==> src/rtl/sha_1_padder.sv <==
// SHA-1 message padder: packs a byte stream into 512-bit blocks, appends the
// 0x80 marker, zero fill and 64-bit big-endian bit length, and hands each block
// to the hash core, pacing itself on the core's Ready pulse.
module sha_1_padder #(
    parameter int unsigned CNT_W = 61
) (
    input  logic         clk,
    input  logic         rst,
    input  logic         in_valid,
    output logic         in_ready,
    input  logic [7:0]   in_data,
    input  logic         in_last,
    input  logic         in_empty,
    output logic [511:0] blk_data,
    output logic [63:0]  blk_index,
    output logic         blk_enable,
    input  logic         blk_ready,
    output logic         msg_done,
    output logic         busy
);

    typedef enum logic [1:0] {StFill, StSend, StWait} state_t;

    state_t             r_state;
    logic [511:0]       r_buf;
    logic [6:0]         r_ptr;
    logic [CNT_W-1:0]   r_byte_cnt;
    logic [63:0]        r_blk_index;
    logic               r_pend_final;
    logic               r_pend_extra;
    logic               r_pend_80;

    state_t             w_state_nxt;
    logic [511:0]       w_buf_nxt;
    logic [6:0]         w_ptr_nxt;
    logic [CNT_W-1:0]   w_cnt_nxt;
    logic [63:0]        w_idx_nxt;
    logic               w_final_nxt;
    logic               w_extra_nxt;
    logic               w_p80_nxt;
    logic [CNT_W-1:0]   w_cnt_inc;
    logic [63:0]        w_len_cur;
    logic [63:0]        w_len_inc;

    // Byte j of a block sits big-endian inside word j/4; word 0 is the LSBs.
    function automatic logic [511:0] f_put_byte(input logic [511:0] blk,
                                                input logic [6:0]   idx,
                                                input logic [7:0]   val);
        logic [511:0] res;
        logic [8:0]   off;
        res = blk;
        off = {idx[5:2], 5'd0} + 9'd24 - {4'd0, idx[1:0], 3'd0};
        if (idx < 7'd64) begin
            res[off+:8] = val;
        end
        return res;
    endfunction

    // Bit length occupies bytes 56..63, i.e. word 14 (high half) and word 15.
    function automatic logic [511:0] f_put_len(input logic [511:0] blk,
                                               input logic [63:0]  len);
        logic [511:0] res;
        res = blk;
        res[479:448] = len[63:32];
        res[511:480] = len[31:0];
        return res;
    endfunction

    assign w_cnt_inc  = r_byte_cnt + CNT_W'(1);
    assign w_len_cur  = 64'({r_byte_cnt, 3'b000});
    assign w_len_inc  = 64'({w_cnt_inc, 3'b000});
    assign blk_data   = r_buf;
    assign blk_index  = r_blk_index;
    assign busy       = (r_state != StFill) || (r_ptr != 7'd0) || (r_byte_cnt != '0);

    // Next-state, buffer update and handshake outputs.
    always_comb begin
        w_state_nxt = r_state;
        w_buf_nxt   = r_buf;
        w_ptr_nxt   = r_ptr;
        w_cnt_nxt   = r_byte_cnt;
        w_idx_nxt   = r_blk_index;
        w_final_nxt = r_pend_final;
        w_extra_nxt = r_pend_extra;
        w_p80_nxt   = r_pend_80;
        in_ready    = 1'b0;
        blk_enable  = 1'b0;
        msg_done    = 1'b0;
        unique case (r_state)
            StFill: begin
                in_ready = 1'b1;
                if (in_valid) begin
                    if (in_last && in_empty) begin
                        // Zero-length message: marker only, length field stays 0.
                        w_buf_nxt   = f_put_byte(512'd0, 7'd0, 8'h80);
                        w_final_nxt = 1'b1;
                        w_state_nxt = StSend;
                    end else begin
                        w_buf_nxt = f_put_byte(r_buf, r_ptr, in_data);
                        w_ptr_nxt = r_ptr + 7'd1;
                        w_cnt_nxt = w_cnt_inc;
                        if (in_last) begin
                            w_state_nxt = StSend;
                            if (w_ptr_nxt <= 7'd55) begin
                                w_buf_nxt   = f_put_len(f_put_byte(w_buf_nxt, w_ptr_nxt, 8'h80),
                                                        w_len_inc);
                                w_final_nxt = 1'b1;
                            end else if (w_ptr_nxt <= 7'd63) begin
                                w_buf_nxt   = f_put_byte(w_buf_nxt, w_ptr_nxt, 8'h80);
                                w_extra_nxt = 1'b1;
                            end else begin
                                // Block exactly full: marker moves to the extra block.
                                w_extra_nxt = 1'b1;
                                w_p80_nxt   = 1'b1;
                            end
                        end else if (w_ptr_nxt == 7'd64) begin
                            w_state_nxt = StSend;
                        end
                    end
                end
            end
            StSend: begin
                blk_enable  = 1'b1;
                w_state_nxt = StWait;
            end
            StWait: begin
                if (blk_ready) begin
                    w_idx_nxt = r_blk_index + 64'd1;
                    if (r_pend_extra) begin
                        w_buf_nxt   = f_put_len(f_put_byte(512'd0, 7'd0,
                                                           r_pend_80 ? 8'h80 : 8'h00),
                                                w_len_cur);
                        w_extra_nxt = 1'b0;
                        w_p80_nxt   = 1'b0;
                        w_final_nxt = 1'b1;
                        w_state_nxt = StSend;
                    end else if (r_pend_final) begin
                        msg_done    = 1'b1;
                        w_buf_nxt   = 512'd0;
                        w_ptr_nxt   = 7'd0;
                        w_cnt_nxt   = '0;
                        w_idx_nxt   = 64'd0;
                        w_final_nxt = 1'b0;
                        w_state_nxt = StFill;
                    end else begin
                        w_buf_nxt   = 512'd0;
                        w_ptr_nxt   = 7'd0;
                        w_state_nxt = StFill;
                    end
                end
            end
            default: begin
                w_state_nxt = StFill;
            end
        endcase
    end

    // State and datapath registers with synchronous active-low reset.
    always_ff @(posedge clk) begin
        if (!rst) begin
            r_state      <= StFill;
            r_buf        <= 512'd0;
            r_ptr        <= 7'd0;
            r_byte_cnt   <= '0;
            r_blk_index  <= 64'd0;
            r_pend_final <= 1'b0;
            r_pend_extra <= 1'b0;
            r_pend_80    <= 1'b0;
        end else begin
            r_state      <= w_state_nxt;
            r_buf        <= w_buf_nxt;
            r_ptr        <= w_ptr_nxt;
            r_byte_cnt   <= w_cnt_nxt;
            r_blk_index  <= w_idx_nxt;
            r_pend_final <= w_final_nxt;
            r_pend_extra <= w_extra_nxt;
            r_pend_80    <= w_p80_nxt;
        end
    end

endmodule
==> config.mk <==
export PLATFORM = sky130hd
export DESIGN_NAME = sha_1_padder
export DESIGN_NICKNAME = d
export VERILOG_FILES = /design/src/rtl/sha_1_padder.sv
export SDC_FILE = /design/constraint.sdc
export NUM_CORES = 2
export LEC_CHECK = 0
export ABC_AREA = 1
export CORE_MARGIN = 4
export CORE_UTILIZATION = 49
export CTS_CLUSTER_SIZE = 20
export DETAILED_ROUTE_END_ITERATION = 6
export PLACE_DENSITY = 0.78
export SLEW_MARGIN = 20
export SYNTH_ARGS = -nofsm -noshare
export SYNTH_HDL_FRONTEND = slang
export SYNTH_SLANG_ARGS = --single-unit
==> constraint.sdc <==
create_clock -name clk -period 2.8 [get_ports clk]
set_input_delay 0.42 -clock clk [delete_from_list [all_inputs] [get_ports clk]]
set_output_delay 0.42 -clock clk [all_outputs]
set_load 0.03 [all_outputs]
==> results.sh <==
export IMPL_violations="design-rule violations"
export IMPL_dpl_hpwl_um=132000
export IMPL_syn_area_um2=36500
export IMPL_gpl_final_weighted_congestion=1.07
export IMPL_final_util_pct=68.6
export IMPL_first_pass_iters=7
export IMPL_viasPerCell=6.05
export IMPL_worstSetupStartpointType="register"
export IMPL_core_um2=73500
export IMPL_drcViolationCount=25
export IMPL_drive_above_1_share_pct=15.3
export IMPL_clockBufferDepth=3
export IMPL_rows=99
export IMPL_report_final_setup_viol=0
export IMPL_routed_via_count=46000
export IMPL_die_w_um=281
export IMPL_io_pins=594
export IMPL_hp_class="in -> reg"
export IMPL_grt_pass1_vias=41200
export IMPL_htreeDepth=3
export IMPL_finalSetupTns_ps=0
export IMPL_synth_ff_type="dfxtp_1"
export IMPL_multi_input_area_um2=21600
export IMPL_ff_latch_area_um2=13000
export IMPL_layout_setup_ws_ps=11.5
export IMPL_yosysUniqueCellTypes=56
export IMPL_synth_compound_area_share_pct=22.6
export IMPL_fin_crit_sh_pct=99.6
export IMPL_clkTransAtPathRegs_ps=70
export IMPL_power_density_nw_per_um2=515
export IMPL_status="finished, violations left"
export IMPL_synth_xor_area_share_pct=1.46
export IMPL_clockRootBuffer="clkbuf_16"
export IMPL_min_period_ps=2790
export IMPL_synth_seq_cells=649
export IMPL_finalNetCount=6614
export IMPL_grt_usage_pct=42.2
export IMPL_timing_fmax_mhz=359
export IMPL_clock_latency_ps=640
export IMPL_synth_cells=5709
export IMPL_maxCapViolations=0
export IMPL_fin_area_um2=50400
export IMPL_muxShareOfSynthArea_pct=0.216
export IMPL_worstSetupPathType="reg -> reg"
export IMPL_cts_buffers=75
export IMPL_synth_top_family_by_area="simple AND/OR/NAND/NOR gates"
export IMPL_cts_sinks=649
export IMPL_hold_slack_ps=418
export IMPL_dieArea_um2=79000
export IMPL_rsz0062_at_grt="true"
export IMPL_hold_viol=0
export IMPL_maxSlewHeadroom_pct=53.4
export IMPL_synthSimpleGateAreaFrac_pct=32.2
export IMPL_crit_required_ps=3360
export IMPL_peakVddDrop_mv=0.419
export IMPL_synth_edf_count=0
export IMPL_fillCellCount=6505
export IMPL_gr_total_overflow=0
export IMPL_crit_path_end_kind="register"
export IMPL_hold_buffers=0
export IMPL_synthArstFlopShare_pct=0
export IMPL_grt_pass1_wl_um=258000
export IMPL_synth_adder_area_share_pct=0.308
export IMPL_slew_violations=0
export IMPL_antenna_found_initial=10
export IMPL_p_leak_nw=18.5
export IMPL_finClkSkew_ps=15.3
export IMPL_yosysSeqAreaShare_pct=35.6
export IMPL_yosysWarningCount=0
export IMPL_start_util_pct=49.7
export IMPL_cp_arrival_ps=3350
export IMPL_wl_um=177000
export IMPL_fp_dieH_um=281
export IMPL_crit_fanout=5
export IMPL_tightestPinTransition_ps=697
export IMPL_grt_max_degree=113
export IMPL_place_area_um2=46800
export IMPL_pre_cts_slack_ps=-397
export IMPL_drt_iter0_drc=6469
export IMPL_io_buffers=593
export IMPL_syn_avg_cell_area_um2=6.40
export IMPL_synth_fp_nets=5732
export IMPL_cts_tree="done"
export IMPL_routedWlPerCell_um=23.3
export IMPL_area_growth_pct=37.9
export IMPL_ant_nets=0
==> worst max-delay path, stage by stage (launching register included) <==
cell	delay, ps
dfxtp_4	360
buf_4	140
inv_1	100
ha_4	210
buf_4	160
nor2_1	260
nand2_1	200
nor2_1	420
nand2_1	330
o211ai_1	250
o2111ai_1	120
a21oi_1	150
==> area by class of cell <==
cell class	count	share of cell area [%]
repair buffers	1145	21.4
diodes	4	0.0199
clock inverters	23	0.529
flip-flops and latches	649	25.8
inverters	359	2.73
multi-input cells	4361	42.8
clock buffers	108	4.25
well taps	959	2.38
==> final timing paths <==
| path | endpoint | slack (ps) | cells past startpoint | start |
|---|---|---|---|---|
| worst max-delay path | blk_data[382]$_SDFFE_PN0P_ | 10 | 11 | r_ptr[1]$_SDFFE_PN0P_ |
| worst min-delay path | blk_data[377]$_SDFFE_PN0P_ | 420 | 4 | rst |
| worst max register to register | blk_data[382]$_SDFFE_PN0P_ | 10 | 11 | r_ptr[1]$_SDFFE_PN0P_ |
| worst min register to register | r_byte_cnt[33]$_SDFFE_PN0P_ | 470 | 2 | r_byte_cnt[33]$_SDFFE_PN0P_ |
==> power by group <==
| group | internal [mW] | total [mW] | switching (mW) |
|---|---|---|---|
| Combinational | 2.04 | 6.16 | 4.11 |
| Sequential | 9.52 | 9.84 | 0.320 |
| Clock | 5.70 | 9.95 | 4.25 |
==> cell families after synthesis <==
family / after synthesis
AOI/OAI and AO/OA: 1479
xor gates and xnor gates: 61
adders and majority gates: 9
buffers and inverters: 699
DFF: 649
muxes: 7
and+or+nand+nor: 2805
==> synthesized netlist by cell type (32+ instances only) <==
master / count / area [um^2]
dfxtp_1: 649 / 13000
nand3_1: 290 / 1450
nor3_1: 90 / 450
o21ai_0: 430 / 2150
a21oi_1: 735 / 3680
nand4_1: 68 / 425
buf_2: 74 / 370
o21ai_1: 32 / 160
o2111ai_1: 98 / 858
clkbuf_1: 227 / 852
o211ai_1: 133 / 998
nor2_1: 502 / 1880
inv_1: 323 / 1210
nand2_1: 1682 / 6310
xor2_1: 51 / 447
or2_2: 47 / 294
==> stage by stage <==
| step | std cells | power (mW) |
|---|---|---|
| after floorplan | 5709 | 13.0 |
| after global placement | 7453 | 15.7 |
| after detailed placement | 7453 | 15.7 |
| after CTS | 7588 | 25.5 |
| after global routing | 7605 | 26.6 |
| final | 7608 | 25.9 |
==> routing by layer <==
layer  track usage (%)  vias up  share of wire [%]
met5             0.916        -              0.091
li1                  -    20900                  -
met4              26.9       14                7.8
met1              55.1    21200                 37
met3              11.4      684                 13
met2              61.6     3168                 42
==> placed cells by master (no fill, tap or decap), types with 8 or more instances in the layout <==
cell type / count
a21oi_1: 731
a21oi_2: 8
buf_12: 47
buf_4: 486
buf_6: 17
clkbuf_1: 20
clkbuf_16: 79
clkbuf_8: 12
clkdlybuf4s50_1: 590
clkinv_2: 11
dfxtp_1: 636
inv_1: 308
inv_2: 37
nand2_1: 1629
nand2_2: 62
nand2_4: 14
nand3_1: 279
nand3_2: 15
nand3b_1: 29
nand4_1: 68
nor2_1: 433
nor2_2: 56
nor2_4: 39
nor3_1: 80
nor3_2: 11
nor4_1: 19
o2111ai_1: 97
o211ai_1: 133
o21a_1: 9
o21ai_0: 416
o21ai_1: 43
or2_2: 47
xnor2_1: 10
xor2_1: 51
==> repair_timing <==
action                                  4_1_cts  5_1_grt
pin swaps                                     8       22
cloned                                        0        3
endpoints found under the setup margin      271      484
buffers inserted                              4       13
gates resized for setup                      40      240
==> flip-flops by register name, indices dropped and copies added, names as in the netlist <==
name          count
r_state           2
r_pend_80         1
r_pend_extra      1
r_byte_cnt       61
r_pend_final      1
blk_data        512
r_ptr             7
blk_index        64
No activity file was read; power rests on OpenSTA's default activity.
